[config.mk]
export PLATFORM = sky130hd
export DESIGN_NAME = dec_stream_pipe
export DESIGN_NICKNAME = d
export VERILOG_FILES = /design/src/rtl/dec_pkg.sv /design/src/rtl/dec_word_comb.sv /design/src/rtl/dec_stream_pipe.sv
export SDC_FILE = /design/constraint.sdc
export NUM_CORES = 1
export LEC_CHECK = 0
export CAP_MARGIN = 20
export CORE_UTILIZATION = 51
export CTS_BUF_LIST = sky130_fd_sc_hd__clkbuf_4 sky130_fd_sc_hd__clkbuf_8 sky130_fd_sc_hd__clkbuf_16
export DETAILED_ROUTE_END_ITERATION = 8
export PLACE_DENSITY = 0.79
export SYNTH_ARGS = -nofsm -noshare
export SYNTH_HDL_FRONTEND = slang
export SYNTH_SLANG_ARGS = --single-unit
[constraint.sdc]
create_clock -name clk -period 1.95 [get_ports clk]
set_input_delay 0.2925 -clock clk [delete_from_list [all_inputs] [get_ports clk]]
set_output_delay 0.2925 -clock clk [all_outputs]
set_load 0.005 [all_outputs]
[src/rtl/dec_pkg.sv]
// dec_pkg: shared types for the select decoder pipeline.
//   dec_mode_e  - decode mode carried on in_mode (all four codes defined)
//   dec_state_e - control state of the output stage
package dec_pkg;

  typedef enum logic [1:0] {
    DEC_ONEHOT = 2'd0,
    DEC_THERMO = 2'd1,
    DEC_SCAN   = 2'd2,
    DEC_OFF    = 2'd3
  } dec_mode_e;

  typedef enum logic [1:0] {
    ST_IDLE = 2'd0,
    ST_ONE  = 2'd1,
    ST_SCAN = 2'd2
  } dec_state_e;

endpackage

[src/rtl/dec_word_comb.sv]
// dec_word_comb: purely combinational select -> word decoder.
//   sel_i  in  SEL_W  select value s
//   mode_i in  2      dec_mode_e code
//   data_o out OUT_W  decoded word (zero when out of range)
//   err_o  out 1      s >= OUT_W in any mode other than OFF
// In SCAN mode this produces the first beat of a scan (bit 0); the later
// scan beats are produced by driving ONEHOT with the running index.
module dec_word_comb
  import dec_pkg::*;
#(
  parameter int SEL_W = 3,
  parameter int OUT_W = 1 << SEL_W
) (
  input  logic [SEL_W-1:0] sel_i,
  input  logic [1:0]       mode_i,
  output logic [OUT_W-1:0] data_o,
  output logic             err_o
);

  dec_mode_e mode_s;
  int        sel_v_s;

  assign mode_s = dec_mode_e'(mode_i);

  // Range check and per-bit decode of the requested word.
  always_comb begin
    sel_v_s = 32'(sel_i);
    err_o   = 1'b0;
    data_o  = '0;
    if ((mode_s != DEC_OFF) && (sel_v_s >= OUT_W)) begin
      err_o = 1'b1;
    end else begin
      for (int i = 0; i < OUT_W; i++) begin
        case (mode_s)
          DEC_ONEHOT: data_o[i] = (sel_v_s == i);
          DEC_THERMO: data_o[i] = (i <= sel_v_s);
          DEC_SCAN:   data_o[i] = (i == 0);
          DEC_OFF:    data_o[i] = 1'b0;
          default:    data_o[i] = 1'b0;
        endcase
      end
    end
  end

endmodule

[src/rtl/dec_stream_pipe.sv]
// dec_stream_pipe: registered, valid/ready select decoder.
//   clk, rst_n          clock (rising edge), async active-low reset
//   in_valid/in_ready   request handshake; in_sel (SEL_W), in_mode (2)
//   out_valid/out_ready beat handshake
//   out_data  OUT_W     decoded word
//   out_idx   SEL_W     set-bit index (ONEHOT/SCAN), s (THERMO), 0 (OFF/err)
//   out_last  1         final beat of the transaction
//   out_err   1         select out of range on this beat
// A SCAN request of s emits s+1 one-hot beats; every other request (and any
// out-of-range select) emits a single beat. One output register stage.
module dec_stream_pipe
  import dec_pkg::*;
#(
  parameter int SEL_W = 3,
  parameter int OUT_W = 1 << SEL_W
) (
  input  logic             clk,
  input  logic             rst_n,
  input  logic             in_valid,
  output logic             in_ready,
  input  logic [SEL_W-1:0] in_sel,
  input  logic [1:0]       in_mode,
  output logic             out_valid,
  input  logic             out_ready,
  output logic [OUT_W-1:0] out_data,
  output logic [SEL_W-1:0] out_idx,
  output logic             out_last,
  output logic             out_err
);

  dec_state_e       state_q, state_d;
  logic             valid_q, valid_d;
  logic [OUT_W-1:0] data_q, data_d;
  logic [SEL_W-1:0] idx_q, idx_d;
  logic [SEL_W-1:0] sel_q, sel_d;
  logic             last_q, last_d;
  logic             err_q, err_d;

  logic             accept_s;
  logic [SEL_W-1:0] idx_inc_s;
  logic [OUT_W-1:0] ld_data_s, scan_data_s;
  logic             ld_err_s, scan_err_s;
  dec_mode_e        ld_mode_s;

  assign ld_mode_s = dec_mode_e'(in_mode);
  // idx < s < OUT_W <= 2^SEL_W, so the increment never wraps.
  assign idx_inc_s = idx_q + SEL_W'(1);

  // rst_n is folded in so no request is taken while reset is held.
  assign in_ready = rst_n & (state_q != ST_SCAN) & (~valid_q | out_ready);
  assign accept_s = in_valid & in_ready;

  dec_word_comb #(.SEL_W(SEL_W), .OUT_W(OUT_W)) u_load_dec (
    .sel_i  (in_sel),
    .mode_i (in_mode),
    .data_o (ld_data_s),
    .err_o  (ld_err_s)
  );

  dec_word_comb #(.SEL_W(SEL_W), .OUT_W(OUT_W)) u_scan_dec (
    .sel_i  (idx_inc_s),
    .mode_i (DEC_ONEHOT),
    .data_o (scan_data_s),
    .err_o  (scan_err_s)
  );

  // Next-state and next-output selection for load, scan step and drain.
  always_comb begin
    state_d = state_q;
    valid_d = valid_q;
    data_d  = data_q;
    idx_d   = idx_q;
    sel_d   = sel_q;
    last_d  = last_q;
    err_d   = err_q;
    case (state_q)
      ST_IDLE, ST_ONE: begin
        if (accept_s) begin
          valid_d = 1'b1;
          data_d  = ld_data_s;
          err_d   = ld_err_s;
          sel_d   = in_sel;
          last_d  = 1'b1;
          state_d = ST_ONE;
          if (ld_err_s) begin
            idx_d = '0;
          end else begin
            case (ld_mode_s)
              DEC_ONEHOT: idx_d = in_sel;
              DEC_THERMO: idx_d = in_sel;
              DEC_SCAN: begin
                idx_d = '0;
                // A scan of s=0 is a single beat.
                if (in_sel != '0) begin
                  last_d  = 1'b0;
                  state_d = ST_SCAN;
                end else begin
                  last_d  = 1'b1;
                end
              end
              DEC_OFF:    idx_d = '0;
              default:    idx_d = '0;
            endcase
          end
        end else if ((state_q == ST_ONE) && out_ready) begin
          valid_d = 1'b0;
          state_d = ST_IDLE;
        end else begin
          state_d = state_q;
        end
      end
      ST_SCAN: begin
        if (out_ready) begin
          if (idx_q == sel_q) begin
            valid_d = 1'b0;
            state_d = ST_IDLE;
          end else begin
            idx_d  = idx_inc_s;
            data_d = scan_data_s;
            err_d  = scan_err_s;
            last_d = (idx_inc_s == sel_q);
          end
        end else begin
          state_d = ST_SCAN;
        end
      end
      default: begin
        valid_d = 1'b0;
        state_d = ST_IDLE;
      end
    endcase
  end

  // State and output register.
  always_ff @(posedge clk or negedge rst_n) begin
    if (!rst_n) begin
      state_q <= ST_IDLE;
      valid_q <= 1'b0;
      data_q  <= '0;
      idx_q   <= '0;
      sel_q   <= '0;
      last_q  <= 1'b0;
      err_q   <= 1'b0;
    end else begin
      state_q <= state_d;
      valid_q <= valid_d;
      data_q  <= data_d;
      idx_q   <= idx_d;
      sel_q   <= sel_d;
      last_q  <= last_d;
      err_q   <= err_d;
    end
  end

  assign out_valid = valid_q;
  assign out_data  = data_q;
  assign out_idx   = idx_q;
  assign out_last  = last_q;
  assign out_err   = err_q;

endmodule

==> results.yml <==
timing:
  hold_ws_ps: 357
  hold_violations: 0
  skew_ps: 5.76
  min_period_ps: 1790
  setup_violations: 0
  rsz0062_at_grt: "false"
  fmax_mhz: 559
  drv_slew: 0
  fin_crit_sh: 0.918
  tns_ps: 0
synthesis:
  ys_ff_latch: 18
  netlist_instances: 113
  synth_simple_gate_area_frac: 0.131
  synth-seq-area-share: 0.372
  syn_area_um2: 1210
  synth_mux_area_frac: 0.153
  yosysWarnings: 0
  synth_fa_ha_area_frac: 0.0930
  synth-async-reset-ratio: 1.00
  synth_top_flop_cell: "dfrtp_1"
  syn_nets: 131
  synth-xor-area-share: 0.0434
  yosys.area.top_type: "dfrtp_1"
  synth_edf_count: 0
  synth-compound-area-share: 0.149
  syn_avg_cell_area_um2: 10.7
  yosysTopAreaCellShare: 0.372
  synthDistinctLibCells: 37
  ys_top_cells_by_area: "dfrtp_1, mux2_2, ha_1, a32o_1, mux2i_1"
  synth_top_family_by_area: "multiplexers"
critical_path:
  cp.required_ps: 2140
  rr_worst_depth: 5
  r2r-end: "out_data[3]$_DFFE_PN0P_"
  r2r_slack_ps: 160
  r2r_start: "out_idx[0]$_DFFE_PN0P_"
  crit_end: "out_data[3]$_DFFE_PN0P_"
  cp-startpoint: "out_idx[0]$_DFFE_PN0P_"
  cp.arrival_ps: 1980
  end_kind: "flip-flop"
  crit_path_max_fanout: 6
  critPathKind: "flip-flop to flip-flop"
  startpoint_type: "flip-flop"
drt:
  viasPerCell: 5.57
  drtIter0Drc: 16
  drc: 0
  drtAntennaViolNets: 0
  wl_per_cell_um: 14.9
  routed_wl_mm: 2.66
  via_count: 991
  drt_first_pass_iters: 4
placed_design:
  dp_hpwl_mm: 2.07
  postPlaceCellArea_um2: 1540
  portBuffers: 22
  place_congestion: 0.945
clocking:
  cts_buffers: 3
  postCtsHoldBufs: 0
  tritoncts: "built"
  cts_sinks: 18
  cts_root_buf: "clkbuf_4"
  h-tree-depth: 1
  path_clk_slew_ps: 100
  cts_max_path_buffers: 2
  clock_latency_ps: 290
final_layout:
  diodes: 0
  mostFrequentLayoutCell: "clkdlybuf4s50_1"
  num-nets-final: 169
  drive_gt1_frac: 0.287
  stdcell_area_um2: 1590
  seq_area_um2: 452
  final_cell_mix: "clkdlybuf4s50_1, dfrtp_1, buf_4, mux2_2, ha_1"
  final_core_util: 0.713
  fillCellCount: 165
  multi_input_area_um2: 696
  synthToLayoutAreaGrowth_pct: 31.4
pwr:
  ir_drop_mv: 0.944
  p_leak_nw: 0.739
  p_per_area_nw_per_um2: 1220
  p_total_mw: 1.93
die:
  core_um2: 2230
  start_util: 0.542
  die_width_um: 50.7
  placementRows: 17
  die_area_um2: 2570
  top_level_ports: 24
  die_y_um: 50.7
global_route:
  grt_usage: 0.242
  grt_max_degree: 15
  grt_pass1_wl_mm: 4.62
  grt_pass1_vias: 1038
  grt-ovfl-total: 0
  grt_antenna_before_repair: 0
flow_run:
  drv_cap: 0
outcome:
  outcome: "completed"
worst_hold_path:
  hold_class: "input pin to async pin"
per-stage QoR:
step                setup slack (ps)  std cells
finish                           160        178
global route                     103        178
CTS                             21.0        178
detailed placement             -84.4        173
global placement               -46.7        173
floorplan                        302        113
worst min-delay path by stage:
stage | cells after the start | to | slack, ps | start
after global routing | 2 | out_idx[1]$_DFFE_PN0P_ | 390 | rst_n
after CTS | 2 | out_data[0]$_DFFE_PN0P_ | 370 | rst_n
final | 2 | out_data[0]$_DFFE_PN0P_ | 360 | rst_n
after global placement | 1 | out_last$_DFFE_PN0P_ | 490 | out_last$_DFFE_PN0P_
after detailed placement | 1 | out_data[0]$_DFFE_PN0P_ | 500 | out_data[0]$_DFFE_PN0P_
after floorplan | 0 | out_data[0]$_DFFE_PN0P_ | -3 | rst_n
cell families after synthesis:
logic type / count (synthesis)
xor gates and xnor gates: 6
buffers and inverters: 12
AOI/OAI and AO/OA: 22
DFF: 18
adders and majority gates: 9
other: 1
and+or+nand+nor: 28
muxes: 17
cells in the mapped netlist (2+ instances only):
cell / instances
xnor2_1: 4
mux2_2: 12
a21oi_1: 3
nand2b_1: 3
a32o_1: 6
nor3_1: 2
ha_1: 9
nand2_1: 5
inv_1: 6
o21ai_0: 2
a22oi_1: 2
xor2_1: 2
mux2i_1: 5
nor2b_1: 3
buf_2: 2
buf_6: 2
dfrtp_1: 18
a22o_1: 3
nor2_1: 6
registers in the layout, indices dropped and copies added, names as in the netlist:
| signal | cells |
|---|---|
| out_last | 1 |
| out_idx | 3 |
| sel_q | 3 |
| out_valid | 1 |
| state_q | 2 |
| out_data | 8 |
cell type report:
type                            count  share of cell area
Tap cell                           28              0.0220
Multi-Input combinational cell     83               0.437
Sequential cell                    18               0.284
Clock buffer                        4              0.0228
Inverter                            6              0.0142
Timing Repair Buffer               39               0.220
metal layers:
layer / vias up / global-route usage / part of all wire
li1: 475 / - / -
met1: 481 / 0.279 / 0.44
met2: 29 / 0.431 / 0.49
met3: 6 / 0.0697 / 0.050
met4: 0 / 0.0694 / 0.020
met5: - / 0 / 0
repair_timing:
| item | in CTS | in global routing |
|---|---|---|
| setup buffers | 1 | 0 |
| resized for setup | 1 | 2 |
| pin swaps | 0 | 0 |
| setup endpoints to repair | 1 | 1 |
power breakdown:
part           switching (mW)  leakage, nW  internal [mW]  total, mW
clock network           0.116       0.0210          0.114      0.229
logic                   0.424        0.493          0.603       1.03
registers               0.145        0.225          0.532      0.677
critical path, stage by stage, from the launching register on:
cell and delay, ps:
dfrtp_1 480, ha_1 240, xor2_1 270, nor2_1 160, a22o_1 260, mux2_2 260
No activity file was read; power rests on OpenSTA's default activity.
